==> src/rtl/player_ctrl_grid.sv <==
// Single-player grid controller: position, facing, sword, cooldown, hold-to-repeat
// movement and idle animation, all advanced by the frame tick; respawn acts on any clock.
module player_ctrl_grid #(
   parameter int GRID_W          = 16,
   parameter int GRID_H          = 12,
   parameter int Y_MIN           = 1,
   parameter int XW              = 4,
   parameter int YW              = 4,
   parameter int ATTACK_FRAMES   = 3,
   parameter int COOLDOWN_FRAMES = 4,
   parameter int REPEAT_DELAY    = 8,
   parameter int REPEAT_RATE     = 3,
   parameter int ANIM_PERIOD     = 8,
   parameter int SPAWN_X         = 1,
   parameter int SPAWN_Y         = 3
) (
   input  logic          clk,
   input  logic          reset,
   input  logic          trigger,
   input  logic [4:0]    btn,
   input  logic          spawn_valid,
   input  logic [XW-1:0] spawn_x,
   input  logic [YW-1:0] spawn_y,
   output logic [XW-1:0] player_x,
   output logic [YW-1:0] player_y,
   output logic [1:0]    player_orientation,
   output logic [1:0]    player_direction,
   output logic [3:0]    player_sprite,
   output logic [XW-1:0] sword_x,
   output logic [YW-1:0] sword_y,
   output logic          sword_visible,
   output logic [1:0]    sword_orientation,
   output logic          attacking
);

   localparam int unsigned HW = $clog2(REPEAT_DELAY + REPEAT_RATE + 1);
   localparam int unsigned AW = (ATTACK_FRAMES > 1) ? $clog2(ATTACK_FRAMES) : 1;
   localparam int unsigned CW = $clog2(COOLDOWN_FRAMES + 2);
   localparam int unsigned NW = $clog2(ANIM_PERIOD + 1);

   localparam logic [HW-1:0] HOLD_FIRE = HW'(REPEAT_DELAY);
   localparam logic [HW-1:0] HOLD_WRAP = HW'(REPEAT_DELAY + REPEAT_RATE);
   localparam logic [AW-1:0] ATK_LAST  = AW'(ATTACK_FRAMES - 1);
   localparam logic [CW-1:0] COOL_INIT = CW'(COOLDOWN_FRAMES);
   localparam logic [NW-1:0] ANIM_LAST = NW'(ANIM_PERIOD - 1);

   typedef enum logic {S_IDLE = 1'b0, S_ATTACK = 1'b1} state_t;

   state_t        state_q, state_d;
   logic [XW-1:0] player_x_q, player_x_d;
   logic [YW-1:0] player_y_q, player_y_d;
   logic [1:0]    orient_q, orient_d;
   logic [1:0]    dir_q, dir_d;
   logic [3:0]    sprite_q, sprite_d;
   logic [XW-1:0] sword_x_q, sword_x_d;
   logic [YW-1:0] sword_y_q, sword_y_d;
   logic          sword_vis_q, sword_vis_d;
   logic [1:0]    sword_orient_q, sword_orient_d;
   logic          attacking_q, attacking_d;
   logic [4:0]    btn_prev_q, btn_prev_d;
   logic [HW-1:0] hold_q, hold_d;
   logic [AW-1:0] atk_q, atk_d;
   logic [CW-1:0] cool_q, cool_d;
   logic [NW-1:0] anim_q, anim_d;
   logic          idle_frame_q, idle_frame_d;

   logic [4:0]    press_c;
   logic [1:0]    held_dir_c, press_dir_c, move_dir_c, face_c, act_dir_c;
   logic          held_any_c, hold_same_c, repeat_fire_c, attack_go_c, move_go_c, tgt_ok_c;
   logic [HW-1:0] hold_inc_c, hold_next_c;
   int            tx_c, ty_c;

   assign player_x           = player_x_q;
   assign player_y           = player_y_q;
   assign player_orientation = orient_q;
   assign player_direction   = dir_q;
   assign player_sprite      = sprite_q;
   assign sword_x            = sword_x_q;
   assign sword_y            = sword_y_q;
   assign sword_visible      = sword_vis_q;
   assign sword_orientation  = sword_orient_q;
   assign attacking          = attacking_q;

   // Priority up > down > left > right; returns direction code.
   function automatic logic [1:0] prio_dir(input logic [3:0] b);
      if (b[0])      return 2'b00;
      else if (b[1]) return 2'b10;
      else if (b[2]) return 2'b11;
      else           return 2'b01;
   endfunction

   // Button edges, auto-repeat timing and the action direction for this tick.
   always_comb begin
      press_c     = btn & ~btn_prev_q;
      held_any_c  = |btn[3:0];
      held_dir_c  = prio_dir(btn[3:0]);
      press_dir_c = prio_dir(press_c[3:0]);
      face_c      = held_any_c ? held_dir_c : dir_q;
      hold_same_c = $onehot(btn[3:0]) && (btn[3:0] == btn_prev_q[3:0]);
      hold_inc_c  = hold_q + 1'b1;
      if (!hold_same_c)              hold_next_c = '0;
      else if (hold_inc_c == HOLD_WRAP) hold_next_c = HOLD_FIRE;
      else                           hold_next_c = hold_inc_c;
      repeat_fire_c = hold_same_c && (hold_next_c == HOLD_FIRE);
      attack_go_c   = (state_q == S_IDLE) && press_c[4] && (cool_q == '0);
      move_go_c     = (|press_c[3:0]) || repeat_fire_c;
      move_dir_c    = (|press_c[3:0]) ? press_dir_c : held_dir_c;
      act_dir_c     = attack_go_c ? face_c : move_dir_c;
   end

   // Neighbour cell in the action direction, evaluated wide so edges never wrap.
   always_comb begin
      tx_c = int'(player_x_q);
      ty_c = int'(player_y_q);
      case (act_dir_c)
         2'b00:   ty_c = ty_c - 1;
         2'b01:   tx_c = tx_c + 1;
         2'b10:   ty_c = ty_c + 1;
         default: tx_c = tx_c - 1;
      endcase
      tgt_ok_c = (tx_c >= 0) && (tx_c < GRID_W) && (ty_c >= Y_MIN) && (ty_c < GRID_H);
   end

   always_comb begin
      state_d        = state_q;
      player_x_d     = player_x_q;
      player_y_d     = player_y_q;
      orient_d       = orient_q;
      dir_d          = dir_q;
      sword_x_d      = sword_x_q;
      sword_y_d      = sword_y_q;
      sword_vis_d    = sword_vis_q;
      sword_orient_d = sword_orient_q;
      attacking_d    = attacking_q;
      btn_prev_d     = btn_prev_q;
      hold_d         = hold_q;
      atk_d          = atk_q;
      cool_d         = cool_q;
      anim_d         = anim_q;
      idle_frame_d   = idle_frame_q;

      if (spawn_valid) begin
         player_x_d  = spawn_x;
         player_y_d  = spawn_y;
         sword_vis_d = 1'b0;
         attacking_d = 1'b0;
         state_d     = S_IDLE;
         cool_d      = '0;
         hold_d      = '0;
         atk_d       = '0;
      end else if (trigger) begin
         btn_prev_d = btn;
         hold_d     = hold_next_c;
         cool_d     = (cool_q != '0) ? cool_q - 1'b1 : '0;
         if (anim_q == ANIM_LAST) begin
            anim_d       = '0;
            idle_frame_d = ~idle_frame_q;
         end else begin
            anim_d = anim_q + 1'b1;
         end

         if (state_q == S_IDLE) begin
            if (attack_go_c) begin
               state_d        = S_ATTACK;
               dir_d          = face_c;
               if (face_c[0]) orient_d = face_c;
               sword_x_d      = XW'(tx_c);
               sword_y_d      = YW'(ty_c);
               sword_vis_d    = tgt_ok_c;
               sword_orient_d = face_c;
               attacking_d    = 1'b1;
               atk_d          = '0;
            end else if (move_go_c) begin
               dir_d = move_dir_c;
               if (move_dir_c[0]) orient_d = move_dir_c;
               if (tgt_ok_c) begin
                  player_x_d = XW'(tx_c);
                  player_y_d = YW'(ty_c);
               end
            end
         end else begin
            if (atk_q == ATK_LAST) begin
               state_d     = S_IDLE;
               sword_vis_d = 1'b0;
               attacking_d = 1'b0;
               cool_d      = COOL_INIT;
            end else begin
               atk_d = atk_q + 1'b1;
            end
         end
      end

      sprite_d = (state_d == S_ATTACK) ? 4'd4 : (idle_frame_d ? 4'd3 : 4'd2);
   end

   always_ff @(posedge clk) begin
      if (!reset) begin
         state_q        <= S_IDLE;
         player_x_q     <= XW'(SPAWN_X);
         player_y_q     <= YW'(SPAWN_Y);
         orient_q       <= 2'b01;
         dir_q          <= 2'b01;
         sprite_q       <= 4'd2;
         sword_x_q      <= '0;
         sword_y_q      <= '0;
         sword_vis_q    <= 1'b0;
         sword_orient_q <= 2'b01;
         attacking_q    <= 1'b0;
         btn_prev_q     <= '0;
         hold_q         <= '0;
         atk_q          <= '0;
         cool_q         <= '0;
         anim_q         <= '0;
         idle_frame_q   <= 1'b0;
      end else begin
         state_q        <= state_d;
         player_x_q     <= player_x_d;
         player_y_q     <= player_y_d;
         orient_q       <= orient_d;
         dir_q          <= dir_d;
         sprite_q       <= sprite_d;
         sword_x_q      <= sword_x_d;
         sword_y_q      <= sword_y_d;
         sword_vis_q    <= sword_vis_d;
         sword_orient_q <= sword_orient_d;
         attacking_q    <= attacking_d;
         btn_prev_q     <= btn_prev_d;
         hold_q         <= hold_d;
         atk_q          <= atk_d;
         cool_q         <= cool_d;
         anim_q         <= anim_d;
         idle_frame_q   <= idle_frame_d;
      end
   end

endmodule

==> config.mk <==
export PLATFORM = sky130hd
export DESIGN_NAME = player_ctrl_grid
export DESIGN_NICKNAME = d
export VERILOG_FILES = /design/src/rtl/player_ctrl_grid.sv
export SDC_FILE = /design/constraint.sdc
export NUM_CORES = 1
export LEC_CHECK = 0
export CORE_UTILIZATION = 40
export CTS_BUF_LIST = sky130_fd_sc_hd__clkbuf_8
export DETAILED_ROUTE_END_ITERATION = 16
export PLACE_DENSITY = 0.61
export RECOVER_POWER = 50
export SYNTH_ARGS = -nofsm -noshare
export SYNTH_HDL_FRONTEND = slang
export SYNTH_SLANG_ARGS = --single-unit
export TNS_END_PERCENT = 20
==> constraint.sdc <==
create_clock -name clk -period 3.1 [get_ports clk]
set_input_delay 0.31 -clock clk [delete_from_list [all_inputs] [get_ports clk]]
set_output_delay 0.31 -clock clk [all_outputs]
set_load 0.02 [all_outputs]
# [Word-level counts from Yosys, hierarchy flattened]
# Index checks and enable logic that the tools add are counted.
[totals] register_bits=48
[classes] addsub=11 order_cmp=4 eq_ne=13 n_mux=53 n_bitwise=6 reduce_logical=29
[ops] cell="one-hot mux 32 bit (2 select lines)" n=2
[ops] cell="two-way mux 4 bit" n=15
[ops] cell="two-way mux 2 bit" n=18
[ops] cell=">= comparator 32 x 1 -> 1 bit (second input constant)" n=1
[ops] cell=">= comparator 32 x 2 -> 1 bit (second input constant)" n=1
[ops] cell="less-than comparator 32 x 5 -> 1 bit (second input constant)" n=1
[ops] cell="less-than comparator 32 x 6 -> 1 bit (second input constant)" n=1
[ops] cell="two-way mux 1 bit" n=14
[ops] cell="two-way mux 3 bit" n=4
[ops] cell="nonzero test 2 bit" n=6
[ops] cell="adder 4 x 1 -> 5 bit (second input constant)" n=2
[ops] cell="subtractor 4 x 1 -> 5 bit (second input constant)" n=2
[ops] cell="adder 4 x 1 -> 4 bit (second input constant)" n=2
[ops] cell="equality test 4 bit (second input constant)" n=2
[ops] cell="!= test 2 bit (second input constant)" n=4
[ops] cell="AND reduction 4 bit" n=2
[ops] cell="OR reduction 4 bit" n=2
[ops] cell="logical AND 1 bit" n=7
[ops] cell="AND reduction 3 bit" n=2
[ops] cell="AND reduction 6 bit" n=1
[ops] cell="OR reduction 2 bit" n=3
[ops] cell="bitwise AND 5 bit" n=1
[ops] cell="NOT 5 bit" n=1
[ops] cell="AND reduction 5 bit" n=1
[ops] cell="16 further kinds" n=21

# [Logic depth before layout (Yosys ltp)]
# Gate-level depths: netlist of run 1.
[logic_depth] depth_word=20 mapped_depth=13

# [Worst setup path before layout of run 1]
# Ideal clock, no wire load.
[synth_path] path_type="input-to-reg" from="in btn[0]" to="reg player_x_q[3], in the netlist player_x[3]" setup_ns=0.122 arrival_time_ns=3.005 path_slack_ns=-0.027 stages=13 path_cell_list="inv_1 > fa_1 > inv_1 > ha_1 > ha_1 > and4b_1 > nand4b_1 > nor3_1 > o21ai_0 > a211oi_1 > o211a_1 > a21oi_1 > a311o_1"
[synth_via] elab_chain_cells=13
[synth_rtl] item="start, declared" line_no="20" source="input logic [4:0] btn,"
[synth_rtl] item="bitwise AND 5 bit" line_no="94" source="press_c = btn & ~btn_prev_q;"
[synth_rtl] item="OR reduction 4 bit or two-way mux 2 bit (tied branches)" line_no="106, 107, 86"
[synth_rtl] item="two-way mux 2 bit" line_no="107" source="move_dir_c = (|press_c[3:0]) ? press_dir_c : held_dir_c;"
[synth_rtl] item="two-way mux 2 bit" line_no="108" source="act_dir_c = attack_go_c ? face_c : move_dir_c;"
[synth_rtl] item="equality test 2 bit or logical NOT 2 bit (tied branches)" line_no="115" source="case (act_dir_c)"
[synth_rtl] item="OR reduction 2 bit (no source line)"
[synth_rtl] item="one-hot mux 32 bit (2 select lines)" line_no="115"
[synth_rtl] item=">= comparator 32 x 1 -> 1 bit (tied with other cells)" line_no="121" source="tgt_ok_c = (tx_c >= 0) && (tx_c < GRID_W) && (ty_c >= Y_MIN) && (ty_c < GRID_H);"
[synth_rtl] item="logical AND 1 bit or two-way mux 4 bit (tied branches)" line_no="121, 173"
[synth_rtl] item="logical AND 1 bit or two-way mux 4 bit (tied branches)" line_no="121, 163"
[synth_rtl] item="logical AND 1 bit or two-way mux 4 bit (tied branches)" line_no="121, 162"
[synth_rtl] item="nonzero test 2 bit (no source line) or two-way mux 4 bit (tied branches)"
[synth_rtl] item="AND reduction 5 bit (no source line) or two-way mux 4 bit (tied branches)"
[synth_rtl] item="end signal, assigned" line_no="199" source="player_x_q <= XW'(SPAWN_X);"
[synth_rtl] item="end signal, assigned" line_no="217" source="player_x_q <= player_x_d;"
[synth_rtl] item="end, declared" line_no="50" source="logic [XW-1:0] player_x_q, player_x_d;"
# Several ways; a longest one is shown, not always the timed one. The select of a mux whose other input is x is not followed.
# A chain may end at the register's enable or synchronous reset.

# [Worst setup path after layout of run 1]
[layout_path] from="in btn[2]" to="reg player_x_q[2], in the netlist player_x[2]"
[layout_via] elab_chain_cells=15
[layout_rtl] item="bitwise AND 5 bit" line_no="94"
[layout_rtl] item="two-way mux 2 bit" line_no="88" source="else if (b[2]) return 2'b11;"
[layout_rtl] item="two-way mux 2 bit" line_no="87" source="else if (b[1]) return 2'b10;"
[layout_rtl] item="two-way mux 2 bit" line_no="86" source="if (b[0]) return 2'b00;"
[layout_rtl] item="two-way mux 2 bit" line_no="107"
[layout_rtl] item="two-way mux 2 bit" line_no="108"
[layout_rtl] item="equality test 2 bit or logical NOT 2 bit (tied branches)" line_no="115"
[layout_rtl] item="OR reduction 2 bit (no source line)"
[layout_rtl] item="one-hot mux 32 bit (2 select lines)" line_no="115"
[layout_rtl] item=">= comparator 32 x 1 -> 1 bit (tied with other cells)" line_no="121"
[layout_rtl] item="logical AND 1 bit or two-way mux 4 bit (tied branches)" line_no="121, 173"
[layout_rtl] item="logical AND 1 bit or two-way mux 4 bit (tied branches)" line_no="121, 163"
[layout_rtl] item="logical AND 1 bit or two-way mux 4 bit (tied branches)" line_no="121, 162"
[layout_rtl] item="nonzero test 2 bit (no source line) or two-way mux 4 bit (tied branches)"
[layout_rtl] item="AND reduction 5 bit (no source line) or two-way mux 4 bit (tied branches)"
# Several ways; a longest one is shown, not always the timed one. The select of a mux whose other input is x is not followed.

==> results of run 1 <==
registers in the layout (all words and copies together) (netlist names), 2 cells and up:
signal	flops
btn_prev_q	5
anim_q	4
hold_q	4
player_x	4
player_y	4
sword_x	4
sword_y	4
cool_q	3
atk_q	2
player_direction	2
player_sprite	2
sword_orientation	2
cells by family (layout without fill, tap and decap cells):
group	Yosys count	in the layout	share of synthesized area
buffers and inverters	43	124	0.07213
DFF	45	45	0.3206
other	2	2	0.002672
muxes	1	1	0.003562
and+or+nand+nor	145	145	0.2698
AOI/OAI and AO/OA	83	83	0.2110
xor gates and xnor gates	12	12	0.03740
adders and majority gates	18	18	0.08281
power by group through the flow:
stage	logic (uW)	clock network, uW	registers, uW
finish	454	378	635
global route	495	419	639
CTS	448	387	636
detailed placement	433	0	649
global placement	431	0	648
floorplan	215	0	662
worst min-delay path, stage by stage:
cell and delay [ps]:
clkbuf_2 90, buf_4 140, nand2_1 50, a21boi_0 60
what timing repair did:
action | 4_1_cts | 5_1_grt
setup buffers | 4 | 2
pin swaps | 7 | 4
endpoints found under the setup margin | 12 | 9
resized for setup | 14 | 12
hold endpoints to repair | 0 | 0
final cells by class:
type | instances | area [sq um]
clock inverters | 1 | 7.507
clock buffers | 6 | 82.58
repair buffers | 95 | 797.0
well taps | 96 | 120.1
multi-input cells | 261 | 1763
inverters | 22 | 82.58
flip-flops and latches | 45 | 900.9
fillers | 627 | 3040
metrics by stage:
stage / std cells / hold slack (ps) / setup WS [ps] / power (uW)
2_1_floorplan: 349 / 431.9 / 33.18 / 877.1
4_1_cts: 524 / 462.0 / 10.99 / 1472
6_report: 526 / 395.2 / 143.2 / 1467
3_5_place_dp: 513 / 451.6 / -650.4 / 1081
3_3_place_gp: 513 / 443.3 / -570.6 / 1079
5_1_grt: 526 / 413.6 / -16.88 / 1552
path summary, 6_finish.rpt:
path	start	end	slack [ps]	depth (start not counted)
max	btn[2]	player_x[2]	140	11
min	btn[1]	btn_prev_q[1]	400	4
max reg2reg	cool_q[0]	player_x[2]	160	15
min reg2reg	cool_q[1]	cool_q[1]	470	2
cells in the final DEF, fill, tap and decap left out, types with 4 or more instances in the layout:
master           instances
nand4_1                  5
clkdlybuf4s50_1         16
xnor2_1                  9
dfxtp_1                 45
nor4_1                   4
a21oi_1                 20
ha_1                    16
nand3_1                 14
nand3b_1                 9
nor2b_1                  5
inv_1                   19
nand2_1                 41
nor2_1                  30
a211oi_1                 5
a21boi_0                 7
buf_4                   49
dlygate4sd3_1           23
clkbuf_2                 4
o21ai_0                 15
o211a_1                  6
nor3_1                   5
clkbuf_8                 6
and3_1                   4
routing by layer:
layer | part of all wire | up-vias
li1 | - | 1390
met1 | 0.48 | 1307
met2 | 0.47 | 56
met3 | 0.036 | 11
met4 | 0.016 | 0
met5 | 0 | -
==> impl_results.md, run 1 <==
- Clock skew: 3.488 ps
- CTS sink cnt: 45
- Seq pwr share: 0.433
- Nets@finish: 465
- Library cells used by synthesis: 59
- Worst VDD drop: 0.2211 mV
- CTS root buf: clkbuf_8
- Grt met2 use: 0.3389
- Critical path type: in2reg
- Fraction of layout cells with a size suffix above 1: 0.1953
- Leakage: 0.001586 uW
- WP data arrival: 3150 ps
- Min Tclk post-route: 2957 ps
- # DRC: 0
- Slew Limit Fails: 0
- Worst Path Buf+Inv: 2
- Max incr delay on CP: 610 ps
- Area contributors post-synth: dfxtp_1 (32%), ha_1 (7.6%), nand2_1 (5.5%), nor2_1 (4.4%), a21oi_1 (3.6%)
- Clk network pwr share: 0.258
- Cell count after synthesis: 349
- Most common cell in the netlist: dfxtp_1
- Avg Inst Size Synth: 8.052 sq um
- Switching Share: 0.3154
- Detail Placement HPWL: 5.230 mm
- Period Utilization, post-route: 0.9538
- Pin count of the biggest net entering global routing: 41
- Routed Antenna Nets: 0
- Final number of hold-violating endpoints: 0
- Final Instance Area: 3754 sq um
- Die area: 7365 sq um
- Die Wd: 85.82 microns
- Area after DPL: 3588 sq um
- Core Util, Final: 0.5525
- 1st-iter DRT viols: 121
- Endpoint class of the critical path: register
- Core Region: 6794 sq um
- Clk slew on worst S/H paths: 80 ps
- Met1 Use GR: 0.2732
- Slowest CP cell: clkdlybuf4s50_1
- GRT met3 Usage: 0.03657
- Vias in the first global route: 2561
- GRT Overall Usage: 0.2058
- Synth top cells by count: dfxtp_1 (45), nand2_1 (41), nor2_1 (33)
- Cts bufs inserted: 5
- Clock Latency Late Sink: 300 ps
- CTS max path bufs: 2
- Row count: 30
- CTS tree: yes
- DIE HEIGHT: 85.82 microns
- Number of synthesized flops with an enable pin: 0
- Slew @ Worst Pin: 727.1 ps
- Initial antenna violation count: 0
- Setup total negative slack: 0 ps
- First-pass detailed-route iteration total: 4
- Status: completed
- HP Class: in2reg
- #FFs+latches synth: 45
- Psw: 462.7 uW
- Initial Util: 0.4136
- Top Usage Layer GRT: met2
- Critical-path cell list: clkdlybuf4s50_1 > ha_1 > nor3_1 > or4_4 > and3_1 > o21ai_0 > and3_2 > and4_1 > nor2_4 > buf_6 > a211o_1
- Fmax: 0.3382 GHz
- Post-Synthesis Net Count: 384
- # hold bufs at CTS: 0
- Sequential share of the synthesized area: 0.3206
- Yosys top cell by area: dfxtp_1
- Synthesized cell area: 2810 sq um
- I/O pin count: 45
- Combinational power share: 0.309
- Worst path top cell family by delay: simple AND/OR/NAND/NOR gates
- Worst path required time: 3300 ps
- Power Density: 390.8 nW/um^2
- Slew margin rel.: 0.5153
- First-pass GRT wire length: 12.13 mm
- Internal: 1004 uW
- Max cap viols: 0
- WL/cell: 13.59 microns
- Post-synth ARST share: 0
- PortBufs: 42
- Kind of start point of the critical path: input port
- Warnings, synthesis: 0
- Endpoints failing setup: 0
- H-Tree Depth: 2
- Commonest register cell after synthesis: dfxtp_1
- N_diodes: 0
- Grt ovf: 0
- Synth top area share: 0.3206
- Area delta synth->final: 33.57%
- Worst-path fanout max: 8
- Gp weighted congestion: 0.8498
- Vias: 2764
- Vias per inst: 5.255
- Final WL: 7.149 mm
(Power assumes the default switching activity.)
==> run 2: changes to the inputs <==
- CORE_MARGIN: unset -> 2
- PLACE_DENSITY: 0.61 -> unset
==> impl_results.md, run 2 (synthesis gave the netlist of run 1 again) <==
- Die area: 7712 sq um
- Dpl cells: 511
- Final number of hold-violating endpoints: 0
- Die Wd: 87.82 microns
- HP Class: in2reg
- Clock Latency Late Sink: 300 ps
- WL/cell: 14.07 microns
- # DRC: 0
- Slew Limit Fails: 0
- I/O pin count: 45
- Core Util, Final: 0.5471
- N_diodes: 0
- Hold Path Stages: 4
- Slew margin rel.: 0.6215
- Cts bufs inserted: 5
- GRT met3 Usage: 0.03487
- Min Tclk post-route: 2958 ps
- Most frequent cells in the layout: buf_4 (47), dfxtp_1 (45), nand2_1 (41)
- Slowest CP cell: fa_1
- Grt ovf: 0
- Area delta synth->final: 32.28%
- Kind of start point of the critical path: input port
- Hold_sp: btn[1]
- Gp weighted congestion: 0.8163
- PortBufs: 42
- Max reg flops: 5
- Internal: 985.7 uW
- Setup ws final: 141.7 ps
- Combinational power share: 0.315
- GRT Overall Usage: 0.2012
- Critical path type: in2reg
- Leakage: 0.001573 uW
- Reg2Reg Setup Slack: 150 ps
- Worst R2R End: player_x[1]
- Clock skew: 9.037 ps
- Worst path required time: 3290 ps
- Period Utilization, post-route: 0.9543
- Max cap viols: 0
- H-Tree Depth: 2
- Max incr delay on CP: 530 ps
- Critical-path cell list: clkbuf_2 > inv_2 > fa_1 > inv_1 > ha_1 > ha_1 > and4b_1 > nand4b_1 > or2_2 > o21ai_2 > a211oi_2 > o211ai_2 > buf_4 > nor2_2 > buf_4 > a211o_1
- Seq pwr share: 0.439
- Endpoint class of the critical path: register
- 1st-iter DRT viols: 96
- Biggest register: btn_prev_q
- Slew @ Worst Pin: 566.8 ps
- Initial antenna violation count: 0
- Grt met2 use: 0.3464
- Final Non-Filler Cells: 522
- Power Density: 389.3 nW/um^2
- Clk slew on worst S/H paths: 80 ps
- Fraction of layout cells with a size suffix above 1: 0.1901
- CTS tree: yes
- First-pass GRT wire length: 12.24 mm
- Vias in the first global route: 2668
- Worst-path fanout max: 7
- Final WL: 7.346 mm
- Vias per inst: 5.224
- Fmax: 0.3380 GHz
- Routed Antenna Nets: 0
- DIE HEIGHT: 87.82 microns
- Initial Util: 0.4136
- Hold endpoint: btn_prev_q[1]
- First-pass detailed-route iteration total: 4
- Unrepaired setup endpoints after global routing: yes
- Core Region: 6794 sq um
- Status: completed
- Endpoints failing setup: 0
- WP data arrival: 3150 ps
- Vias: 2727
- Nets@finish: 460
- Pre-CTS setup slack: -622.1 ps
- Psw: 461.3 uW
- Detail Placement HPWL: 5.335 mm
- CTS max path bufs: 2
- CTS sink cnt: 45
- Pin count of the biggest net entering global routing: 41
- Row count: 30
- FF/Latch Area: 900.9 sq um
- R2R cell count: 13
- FILL cells: 658
- CTS root buf: clkbuf_8
- Commonest non-fill, non-tap cell in the layout: buf_4
- Worst VDD drop: 0.2354 mV
- Area of the multi-input gates: 1760 sq um
- Switching Share: 0.3188
- Top Usage Layer GRT: met2
- Reg2reg start: cool_q[0]
- Setup total negative slack: 0 ps
- Hold Slack: 389.3 ps
- Clk network pwr share: 0.246
- Met1 Use GR: 0.2560
run 2: cell count changes in the layout (fill, tap and decap cells not counted), moves of 2 or more:
cell             delta
buf_4               -2
dlygate4sd3_1       -7
clkdlybuf4s50_1     +7
clkbuf_1            -2
run 2: routing by layer:
metal | vias up | wire (microns)
met3 | 11 | 240
li1 | 1381 | -
met2 | 46 | 3576
met4 | 0 | 125
met5 | - | 0
met1 | 1289 | 3402
run 2: power groups by stage:
stage                     Sequential, uW  Clock, uW  Combinational [uW]
after CTS                            635        365                 440
after detailed placement             649          0                 435
after global placement               648          0                 432
after global routing                 639        393                 500
final                                636        356                 455
after floorplan                      662          0                 215
run 2: layout make-up:
type,instances,share of cell area
clock buffer,5,0.01851
clock inverter,3,0.004039
inverter,22,0.02221
multi-input combinational,261,0.4736
sequential,45,0.2423
tap,96,0.03231
timing repair buffer,90,0.2070
run 2: how the worst max path moves through the flow:
stage,from,to,cells past startpoint
4_1_cts,btn[0],player_x[1],14
5_1_grt,cool_q[0],player_x[2],14
3_3_place_gp,btn[0],player_x[3],14
2_1_floorplan,btn[0],player_x[3],13
3_5_place_dp,btn[0],player_x[3],14
6_report,btn[0],player_x[2],16
run 2: critical path: cells and delay by family:
family / cells / cell delay [ps]
simple gates: 4 / 780
buf+inv: 5 / 460
fa+ha+maj: 3 / 970
compound gates: 4 / 610
run 2: metrics by stage:
stage	total power (uW)	cell area, sq um
6_report	1447	3717
3_3_place_gp	1080	3573
2_1_floorplan	877.1	2815
3_5_place_dp	1084	3573
5_1_grt	1532	3717
4_1_cts	1440	3671
run 2: timing repair:
item / CTS / global route
endpoints found under the setup margin: 11 / 10
hold buffers: 0 / 0
gates resized for setup: 9 / 18
hold endpoints to repair: 0 / 0
setup buffers: 1 / 2
pin swaps: 6 / 7
==> run 3: changes to the inputs <==
- ABC_AREA: unset -> 1
- SLEW_MARGIN: unset -> 10
- clock period: 3.1 -> 3.7 ns (I/O delays scaled with it)
==> impl_results.md, run 3 <==
- Status: completed
- Initial antenna violation count: 0
- CTS max path bufs: 2
- Core Region: 6794 sq um
- Post-synth ARST share: 0
- Vias: 2536
- Reg2reg start: cool_q[0]
- Critical path destination: player_y[0]
- Routed Antenna Nets: 0
- Endpoints failing setup: 0
- First-pass GRT wire length: 10.88 mm
- Sequential share of the synthesized area: 0.3203
- CTS resizes: 0
- Grt ovf: 0
- Number of synthesized flops with an enable pin: 0
- Initial Util: 0.4140
- WP data arrival: 3180 ps
- FILL cells: 688
- Yosys top cell by area: dfxtp_1
- Die area: 7719 sq um
- PortBufs: 42
- Row count: 30
- # DRC: 0
- Setup total negative slack: 0 ps
- Cts bufs inserted: 5
- Pre-CTS setup slack: 373.3 ps
- Endpoint class of the critical path: register
- Clock skew: 3.048 ps
- Area contributors post-synth: dfxtp_1 (32%), nand2_1 (8.5%), ha_1 (7.6%), inv_1 (7.5%), nand3_1 (5.3%)
- Worst R2R End: player_y[0]
- R2R cell count: 17
- Gp weighted congestion: 0.8252
- Worst Path Buf+Inv: 5
- Max incr delay on CP: 540 ps
- Slowest CP cell: fa_1
- Final Non-Filler Cells: 523
- Worst-path fanout max: 7
- 1st-iter DRT viols: 151
- N_diodes: 0
- Kind of start point of the critical path: input port
- HP Class: reg2reg
- First-pass detailed-route iteration total: 4
- Setup ws final: 713.0 ps
- Period Utilization, post-route: 0.8073
- Worst path top cell family by delay: adder cells
- #FFs+latches synth: 45
- Unrepaired setup endpoints after global routing: no
- Most frequent cells in the layout: nand2_1 (64), inv_1 (56), dfxtp_1 (45)
- Area delta synth->final: 20.20%
- Clk slew on worst S/H paths: 100 ps
- CTS sink cnt: 45
- Dpl cells: 515
- Die Wd: 87.86 microns
- Vias in the first global route: 2349
- Warnings, synthesis: 0
- Synthesized cell area: 2813 sq um
- Slew @ Worst Pin: 632.4 ps
- CTS tree: yes
- Power Density: 356.8 nW/um^2
- Max cap viols: 0
- Detail Placement HPWL: 5.032 mm
- Critical path type: in2reg
- Worst VDD drop: 0.1927 mV
- Min Tclk post-route: 2987 ps
- H-Tree Depth: 2
- Worst path required time: 3890 ps
- Power Total: 1206 uW
- Most common cell in the netlist: nand2_1
- Slew margin rel.: 0.5751
- Max reg flops: 5
- Vias per inst: 4.849
- Post CTS Setup Buffer Count: 0
- Critical Path Source: btn[0]
- Final WL: 6.463 mm
- Avg Inst Size Synth: 7.268 sq um
- Fmax: 0.3348 GHz
- Reg2Reg Setup Slack: 860 ps
- GRT Overall Usage: 0.1788
- Synth top area share: 0.3203
- Worst path depth: 16
- # hold bufs at CTS: 0
- Commonest non-fill, non-tap cell in the layout: nand2_1
- I/O pin count: 45
- CTS root buf: clkbuf_8
- Biggest register: btn_prev_q
- Most frequent CP cell: inv_1
- Commonest register cell after synthesis: dfxtp_1
- Final number of hold-violating endpoints: 0
- Slew Limit Fails: 0
- Cell count after synthesis: 387
- Post-Synthesis Net Count: 422
- Fraction of layout cells with a size suffix above 1: 0.1218
- Synth top cells by count: nand2_1 (64), inv_1 (56), dfxtp_1 (45)
- Pin count of the biggest net entering global routing: 22
- Leakage: 0.001564 uW
- Hold Slack: 468.1 ps
- Clock Latency Late Sink: 300 ps
- WL/cell: 12.36 microns
- Critical-path cell list: clkdlybuf4s50_1 > inv_1 > fa_1 > inv_1 > ha_1 > ha_1 > nor3_2 > nand3_1 > inv_1 > nand3_1 > a21oi_1 > nand3_4 > nand2_4 > inv_2 > nand2_1 > nand3_2
- Library cells used by synthesis: 38
- Nets@finish: 461
- DIE HEIGHT: 87.86 microns
run 3: changes by cell type after synthesis, sizes merged, moves of 5 or more:
cell	change
nand3	+26
inv	+39
o21ai	+10
nor2b	-5
a21boi	-7
o211a	-6
o21bai	+10
clkbuf	-6
xnor2	-6
a211oi	-5
nand2	+35
nand3b	-8
a21oi	+9
and3	-5
run 3: per-stage QoR:
stage | utilization | area, sq um
after global routing | 0.4976 | 3381
after CTS | 0.4998 | 3396
after detailed placement | 0.4855 | 3298
after floorplan | - | 2813
after global placement | 0.4855 | 3298
final | 0.4976 | 3381
run 3: cell families (layout without fill, tap and decap cells):
group	Yosys count	in the layout	share of synthesized area
compound gates	72	72	0.1508
xor+xnor	10	10	0.03381
fa+ha+maj	18	18	0.08274
buf+inv	76	116	0.1143
flops	45	45	0.3203
other cells	2	2	0.002670
simple gates	164	164	0.2954
run 3: worst min path at each step:
| stage | endpoint | depth (start not counted) | slack, ps | from |
|---|---|---|---|---|
| finish | attacking | 2 | 470 | attacking |
| global route | sword_visible | 2 | 490 | sword_visible |
| floorplan | atk_q[1] | 2 | 440 | atk_q[1] |
| global placement | attacking | 2 | 460 | attacking |
| CTS | player_orientation[1] | 2 | 480 | player_orientation[1] |
| detailed placement | attacking | 2 | 460 | attacking |
run 3: layout make-up:
type                    count  area, sq um  area share
clock buffers               5        68.82     0.02036
clock inverters             3        28.78    0.008512
inverters                  61        229.0     0.06773
multi-input cells         266         1579      0.4671
flip-flops and latches     45        900.9      0.2665
well taps                  96        120.1     0.03553
repair buffers             47        454.2      0.1343
run 3: worst min-delay path, cell delays in order, from the launching register on:
cell     delay, ps
dfxtp_1        320
nand2_1         60
a21oi_1         50
run 3: where the power goes:
part | internal [uW] | total, uW | switching, uW
sequential | 510 | 539 | 29.3
clock | 143 | 333 | 191
combinational | 126 | 334 | 208
run 3: per-layer routing:
metal	GRT usage	share of wire	vias to the layer above
met5	0	0	-
met4	0.04476	0.0088	0
met3	0.03770	0.033	6
met2	0.2913	0.47	40
met1	0.2421	0.49	1162
li1	-	-	1328
